[src/rtl/spi_target_pkg.sv]
// Shared types and status-bit positions for the SPI mode-0 target.
package spi_target_pkg;
    typedef enum logic {
        IDLE   = 1'b0,
        ACTIVE = 1'b1
    } spi_tgt_state_e;

    localparam int RX_OVR  = 0;
    localparam int TX_UND  = 1;
    localparam int FRM_ERR = 2;
endpackage

[src/rtl/spi_target_fifo.sv]
// Synchronous first-word-fall-through FIFO; a push into a full FIFO is accepted
// only when a pop happens in the same cycle.
module spi_target_fifo #(
    parameter int WIDTH = 8,
    parameter int DEPTH = 8
) (
    input  logic             clk,
    input  logic             rst_n,
    input  logic             push_i,
    input  logic [WIDTH-1:0] din_i,
    input  logic             pop_i,
    output logic [WIDTH-1:0] dout_o,
    output logic             full_o,
    output logic             empty_o
);
    localparam int AW = $clog2(DEPTH);

    logic [WIDTH-1:0] mem_q [DEPTH];
    logic [AW-1:0]    wr_ptr_q, rd_ptr_q;
    logic [AW:0]      count_q;
    logic             do_push, do_pop;

    assign empty_o = (count_q == '0);
    assign full_o  = (count_q == (AW+1)'(DEPTH));
    assign do_pop  = pop_i & ~empty_o;
    assign do_push = push_i & (~full_o | do_pop);
    // Head reads as zero while empty so the output has a defined reset value.
    assign dout_o  = empty_o ? '0 : mem_q[rd_ptr_q];

    always_ff @(posedge clk) begin
        if (do_push) begin
            mem_q[wr_ptr_q] <= din_i;
        end
    end

    always_ff @(posedge clk or negedge rst_n) begin
        if (!rst_n) begin
            wr_ptr_q <= '0;
            rd_ptr_q <= '0;
            count_q  <= '0;
        end else begin
            if (do_push) wr_ptr_q <= wr_ptr_q + AW'(1);
            if (do_pop)  rd_ptr_q <= rd_ptr_q + AW'(1);
            count_q <= count_q + (AW+1)'(do_push) - (AW+1)'(do_pop);
        end
    end
endmodule

[src/rtl/spi_target.sv]
// SPI mode-0 target with oversampled inputs, RX/TX FIFOs and sticky status.
// Optional `define SPI_TARGET_IRQ_EN adds the sticky tgt_irq output.
module spi_target #(
    parameter int         DEPTH     = 8,
    parameter logic [7:0] IDLE_BYTE = 8'hFF
) (
    input  logic       clk,
    input  logic       rst_n,
    input  logic       spi_sck,
    input  logic       spi_cs_n,
    input  logic       spi_mosi,
    output logic       spi_miso,
    output logic       spi_miso_oe,
    input  logic       tgt_wr,
    input  logic [7:0] tgt_din,
    input  logic       tgt_rd,
    output logic [7:0] tgt_dout,
    output logic       tgt_rx_avail,
    output logic       tgt_tx_full,
    output logic       tgt_tx_empty,
    output logic       tgt_busy,
    output logic [2:0] tgt_status,
    input  logic       tgt_clr
`ifdef SPI_TARGET_IRQ_EN
    ,
    output logic       tgt_irq
`endif
);
    import spi_target_pkg::*;

    logic sck_s1_q, sck_s2_q, sck_h_q;
    logic cs_s1_q, cs_s2_q, cs_h_q;
    logic mosi_s1_q, mosi_s2_q;
    logic post_q, arm_q;

    spi_tgt_state_e state_q;
    logic       miso_q, oe_q, started_q, und_pend_q;
    logic [7:0] tx_sh_q;
    logic [6:0] rx_sh_q;
    logic [2:0] bit_cnt_q;
    logic [2:0] status_q, status_d, status_set;

    logic       sck_rise, sck_fall, cs_fall, cs_rise, active;
    logic       load_evt, tx_pop, rx_push;
    logic [7:0] load_byte, rx_byte, tx_dout;
    logic       tx_full, tx_empty, rx_full, rx_empty;

    always_ff @(posedge clk or negedge rst_n) begin
        if (!rst_n) begin
            sck_s1_q  <= 1'b0;
            sck_s2_q  <= 1'b0;
            sck_h_q   <= 1'b0;
            cs_s1_q   <= 1'b1;
            cs_s2_q   <= 1'b1;
            cs_h_q    <= 1'b1;
            mosi_s1_q <= 1'b0;
            mosi_s2_q <= 1'b0;
            post_q    <= 1'b0;
            arm_q     <= 1'b0;
        end else begin
            sck_s1_q  <= spi_sck;
            sck_s2_q  <= sck_s1_q;
            sck_h_q   <= sck_s2_q;
            cs_s1_q   <= spi_cs_n;
            cs_s2_q   <= cs_s1_q;
            cs_h_q    <= cs_s2_q;
            mosi_s1_q <= spi_mosi;
            mosi_s2_q <= mosi_s1_q;
            post_q    <= 1'b1;
            // Arm only once cs_n has really been sampled high after reset, so a
            // cs_n held low through reset is not mistaken for a new frame.
            arm_q     <= arm_q | (post_q & cs_s1_q);
        end
    end

    assign sck_rise = sck_s2_q & ~sck_h_q;
    assign sck_fall = ~sck_s2_q & sck_h_q;
    assign cs_fall  = arm_q & ~cs_s2_q & cs_h_q;
    assign cs_rise  = cs_s2_q & ~cs_h_q;
    assign active   = (state_q == ACTIVE);

    assign load_evt  = active ? (~cs_rise & sck_fall & started_q & (bit_cnt_q == 3'd0)) : cs_fall;
    assign tx_pop    = load_evt & ~tx_empty;
    assign load_byte = tx_empty ? IDLE_BYTE : tx_dout;
    assign rx_push   = active & ~cs_rise & sck_rise & (bit_cnt_q == 3'd7);
    assign rx_byte   = {rx_sh_q, mosi_s2_q};

    always_ff @(posedge clk or negedge rst_n) begin
        if (!rst_n) begin
            state_q    <= IDLE;
            miso_q     <= 1'b1;
            oe_q       <= 1'b0;
            tx_sh_q    <= '0;
            rx_sh_q    <= '0;
            bit_cnt_q  <= '0;
            started_q  <= 1'b0;
            und_pend_q <= 1'b0;
        end else begin
            case (state_q)
                IDLE: begin
                    if (cs_fall) begin
                        state_q    <= ACTIVE;
                        oe_q       <= 1'b1;
                        miso_q     <= load_byte[7];
                        tx_sh_q    <= {load_byte[6:0], 1'b0};
                        bit_cnt_q  <= '0;
                        started_q  <= 1'b0;
                        und_pend_q <= tx_empty;
                    end
                end
                ACTIVE: begin
                    if (cs_rise) begin
                        state_q    <= IDLE;
                        oe_q       <= 1'b0;
                        bit_cnt_q  <= '0;
                        und_pend_q <= 1'b0;
                    end else if (sck_rise) begin
                        rx_sh_q    <= {rx_sh_q[5:0], mosi_s2_q};
                        bit_cnt_q  <= bit_cnt_q + 3'd1;
                        started_q  <= 1'b1;
                        und_pend_q <= 1'b0;
                    end else if (sck_fall) begin
                        if (load_evt) begin
                            miso_q     <= load_byte[7];
                            tx_sh_q    <= {load_byte[6:0], 1'b0};
                            und_pend_q <= tx_empty;
                        end else begin
                            miso_q  <= tx_sh_q[7];
                            tx_sh_q <= {tx_sh_q[6:0], 1'b0};
                        end
                    end
                end
            endcase
        end
    end

    // An idle fill byte only counts as an underrun once a clock edge actually
    // shifts it out; the trailing sck fall at the end of a frame is harmless.
    always_comb begin
        status_set          = '0;
        status_set[RX_OVR]  = rx_push & rx_full & ~tgt_rd;
        status_set[TX_UND]  = active & ~cs_rise & sck_rise & und_pend_q;
        status_set[FRM_ERR] = active & cs_rise & (bit_cnt_q != 3'd0);
        status_d            = (tgt_clr ? 3'b000 : status_q) | status_set;
    end

    always_ff @(posedge clk or negedge rst_n) begin
        if (!rst_n) status_q <= '0;
        else        status_q <= status_d;
    end

`ifdef SPI_TARGET_IRQ_EN
    logic irq_q, irq_d;

    always_comb begin
        irq_d = (tgt_clr ? 1'b0 : irq_q) | (cs_rise & ~rx_empty) | (|status_set);
    end

    always_ff @(posedge clk or negedge rst_n) begin
        if (!rst_n) irq_q <= 1'b0;
        else        irq_q <= irq_d;
    end

    assign tgt_irq = irq_q;
`endif

    spi_target_fifo #(.WIDTH(8), .DEPTH(DEPTH)) u_rx_fifo (
        .clk    (clk),
        .rst_n  (rst_n),
        .push_i (rx_push),
        .din_i  (rx_byte),
        .pop_i  (tgt_rd),
        .dout_o (tgt_dout),
        .full_o (rx_full),
        .empty_o(rx_empty)
    );

    spi_target_fifo #(.WIDTH(8), .DEPTH(DEPTH)) u_tx_fifo (
        .clk    (clk),
        .rst_n  (rst_n),
        .push_i (tgt_wr),
        .din_i  (tgt_din),
        .pop_i  (tx_pop),
        .dout_o (tx_dout),
        .full_o (tx_full),
        .empty_o(tx_empty)
    );

    assign spi_miso     = miso_q;
    assign spi_miso_oe  = oe_q;
    assign tgt_rx_avail = ~rx_empty;
    assign tgt_tx_full  = tx_full;
    assign tgt_tx_empty = tx_empty;
    assign tgt_busy     = ~cs_s2_q;
    assign tgt_status   = status_q;
endmodule

[config.mk]
export PLATFORM = sky130hd
export DESIGN_NAME = spi_target
export DESIGN_NICKNAME = d
export VERILOG_FILES = /design/src/rtl/spi_target_pkg.sv /design/src/rtl/spi_target_fifo.sv /design/src/rtl/spi_target.sv
export SDC_FILE = /design/constraint.sdc
export NUM_CORES = 1
export LEC_CHECK = 0
export ABC_AREA = 1
export CAP_MARGIN = 40
export CORE_MARGIN = 2
export CORE_UTILIZATION = 50
export DETAILED_ROUTE_END_ITERATION = 7
export PLACE_DENSITY_LB_ADDON = 0.2
export SYNTH_ARGS = -nofsm -noshare
export SYNTH_HDL_FRONTEND = slang
export SYNTH_HIERARCHICAL = 1
export SYNTH_SLANG_ARGS = --single-unit
[constraint.sdc]
create_clock -name clk -period 3.2 [get_ports clk]
set_input_delay 0.64 -clock clk [delete_from_list [all_inputs] [get_ports clk]]
set_output_delay 0.64 -clock clk [all_outputs]
set_load 0.005 [all_outputs]
==> flow_summary_export.csv <==
group,metric,value,unit
logic_synthesis,yosys.area.top_type,"edfxtp_1",
logic_synthesis,netlist_area,8580,um^2
die,design.core.area,16700,um^2
logic_synthesis,yosysWarnings,6,
logic_synthesis,ys_ff_latch,183,
worst_hold_path,hp-class,"in -> async",
route,wl_per_cell,13.7,um
power_and_ir_drop,cellLeakagePower,4.54,nW
critical_path,cp.required,2560,ps
place,port_buffers,32,
route,final_antenna_net_count,0,
logic_synthesis,syn_nets,924,
finish,syn2layout_area_growth,12.0,%
critical_path,worstRegToRegCells,14,
timing,hold_ws,291,ps
clocking,cts_buffer_depth,2,
critical_path,criticalPathCategory,"reg -> out",
die,fp.dieW,135,um
run,maxCapViolations,0,
finish,final_cell_mix,"nand2_1, inv_1, edfxtp_1",
power_and_ir_drop,total_power,7.76,mW
place,postPlaceCellArea,9070,um^2
route,dr.pass1.iters,5,
clocking,cts_root_buffer,"clkbuf_16",
timing,maxSlewViolCount,0,
clocking,clkSinkCount,183,
timing,skew,7.41,ps
place,dp_hpwl,10500,um
logic_synthesis,ys_types,34,
grt,overflow,0,
finish,diodes,0,
timing,maxSlewHeadroom,48.1,%
die,die-area,18200,um^2
logic_synthesis,synth.area.top_cells,"edfxtp_1, dfrtp_1, nand2_1",
clocking,path_clk_slew,60,ps
logic_synthesis,async_flop_share,30.1,%
clocking,h-tree-depth,4,
clocking,clkLatencyLatePin,430,ps
finish,nets,964,
timing,min_period_over_period,88.4,%
critical_path,critPathArrivalTime,2190,ps
timing,setup_violations,0,
route,vias,5480,
timing,fmax,0.354,GHz
critical_path,r2r_slack,490,ps
critical_path,critPathCaptureType,"primary output",
status,status,"completed",
critical_path,timing.rr.start,"sck_s2_q$_DFF_PN0_",
critical_path,r2r_end,"u_tx_fifo/count_q[2]$_DFF_PN0_",
power_and_ir_drop,p_per_area,808,nW/um^2
grt,grt_max_degree,37,
die,io_pins,33,
clocking,cts_setup_buffers,0,
die,initial_core_util,51.4,%
finish,drive_gt1_share,8.94,%
place,dp_slack,487,ps
clocking,cts_buffers,17,
logic_synthesis,synth_edf_count,128,
critical_path,critPathLaunchType,"register",
timing,setup_tns,0,ps
timing,rsz0062_at_grt,"false",
grt,grt_antenna_before_repair,0,
logic_synthesis,syn_inst,887,
power_and_ir_drop,ir_drop,0.500,mV
die,fp.dieH,135,um
clocking,ctsHoldBuffers,0,
route,routed_wl,15900,um
critical_path,crit_fanout,21,
place,gp_congestion,0.797,
logic_synthesis,yosysSeqAreaShare,60.9,%
logic_synthesis,yosys.area.top_type_share,44.8,%
logic_synthesis,synth-main-ff-cell,"edfxtp_1",
timing,fin_ws,371,ps
grt,grt_pass1_wl,26500,um
route,drc,0,
timing,period_needed,2830,ps
timing,hold_violations,0,
finish,final_common_cell,"nand2_1",
grt,grt_pass1_vias,5395,
finish,fin_area,9610,um^2
clocking,ctsResizeCount,0,
route,drtIter0Drc,348,
logic_synthesis,syn_avg_cell_area,9.68,um^2
timing,worstMarginPinSlew,779,ps
clocking,tritoncts,"yes",
grt,globalRouteTotalUtil,18.8,%
die,rows,47,
finish,fill_cells,1460,
route,via_per_inst,4.72,
==> cells in the mapped netlist (2+ instances only) <==
cell type,instances
fa_1,2
dfrtp_1,51
or2_2,10
dfstp_2,4
xor2_1,4
inv_2,4
ha_1,19
nand2_2,2
nand2_1,246
nand3b_4,2
a21oi_1,5
buf_6,14
edfxtp_1,128
inv_4,2
buf_2,13
inv_1,170
o21ai_0,6
nor2_1,63
nor3b_2,2
buf_4,4
nand3_1,112
xnor2_1,6
nand2_4,7
==> registers in the layout, indices dropped and copies added (netlist names), 3 cells and up <==
name	flops
bit_cnt_q	3
rx_sh_q	7
tgt_status	3
tx_sh_q	7
u_rx_fifo/count_q	4
u_rx_fifo/mem_q	64
u_rx_fifo/rd_ptr_q	3
u_rx_fifo/wr_ptr_q	3
u_tx_fifo/count_q	4
u_tx_fifo/mem_q	64
u_tx_fifo/rd_ptr_q	3
u_tx_fifo/wr_ptr_q	3
==> per-stage QoR <==
step | util (%) | instances
2_1_floorplan | - | 887
5_1_grt | 57.5 | 1160
4_1_cts | 57.5 | 1160
3_5_place_dp | 54.3 | 1128
3_3_place_gp | 54.3 | 1128
6_report | 57.5 | 1160
==> cell families (layout without fill, tap and decap cells) <==
group | Yosys count | count (layout) | synth area share [%]
buf+inv | 208 | 261 | 10.7
flops | 183 | 183 | 60.9
simple gates | 446 | 446 | 22.7
xor+xnor | 10 | 10 | 1.02
other cells | 1 | 1 | 0.0437
fa+ha+maj | 21 | 21 | 3.24
compound gates | 18 | 18 | 1.34
==> final cells by class <==
| cell class | count | area [um^2] | share of cell area [%] |
|---|---|---|---|
| Timing Repair Buffer | 53 | 473 | 4.92 |
| Tap cell | 220 | 275 | 2.86 |
| Multi-Input combinational cell | 496 | 2440 | 25.3 |
| Clock inverter | 14 | 106 | 1.11 |
| Clock buffer | 18 | 429 | 4.47 |
| Inverter | 176 | 666 | 6.93 |
| Sequential cell | 183 | 5230 | 54.4 |
==> power by group <==
part           internal (mW)  switching [mW]  total [mW]
Clock                   1.06           0.856        1.92
Combinational           1.07            1.49        2.56
Sequential              2.94           0.344        3.28
==> worst max-delay path by stage <==
stage	start	endpoint	slack, ps	cells after the start
final	u_rx_fifo/rd_ptr_q[0]$_DFFE_PN0N_	tgt_dout[7]	370	8
after global routing	sck_s2_q$_DFF_PN0_	u_tx_fifo/count_q[1]$_DFF_PN0_	190	14
after CTS	u_rx_fifo/rd_ptr_q[0]$_DFFE_PN0N_	tgt_dout[4]	360	8
after detailed placement	sck_s2_q$_DFF_PN0_	u_tx_fifo/count_q[2]$_DFF_PN0_	490	14
after global placement	sck_s2_q$_DFF_PN0_	u_tx_fifo/count_q[2]$_DFF_PN0_	580	14
after floorplan	u_tx_fifo/count_q[2]$_DFF_PN0_	u_tx_fifo/count_q[2]$_DFF_PN0_	720	15
==> worst max-delay path, stage by stage (launching register included) <==
cell,delay (ps)
dfrtp_1,360
buf_4,190
buf_4,220
nand2_1,90
nand3_1,80
nand3_1,80
nand2_1,70
nor2_1,150
clkdlybuf4s50_1,520
==> routing by layer <==
metal	share of wire [%]	wire (um)	global-route usage, %
met5	0	0	0
met4	1.9	298	6.25
met3	3.8	609	4.02
met2	49	7710	32.4
met1	46	7270	23.9
Note: power is estimated with default switching activity, not from simulation.
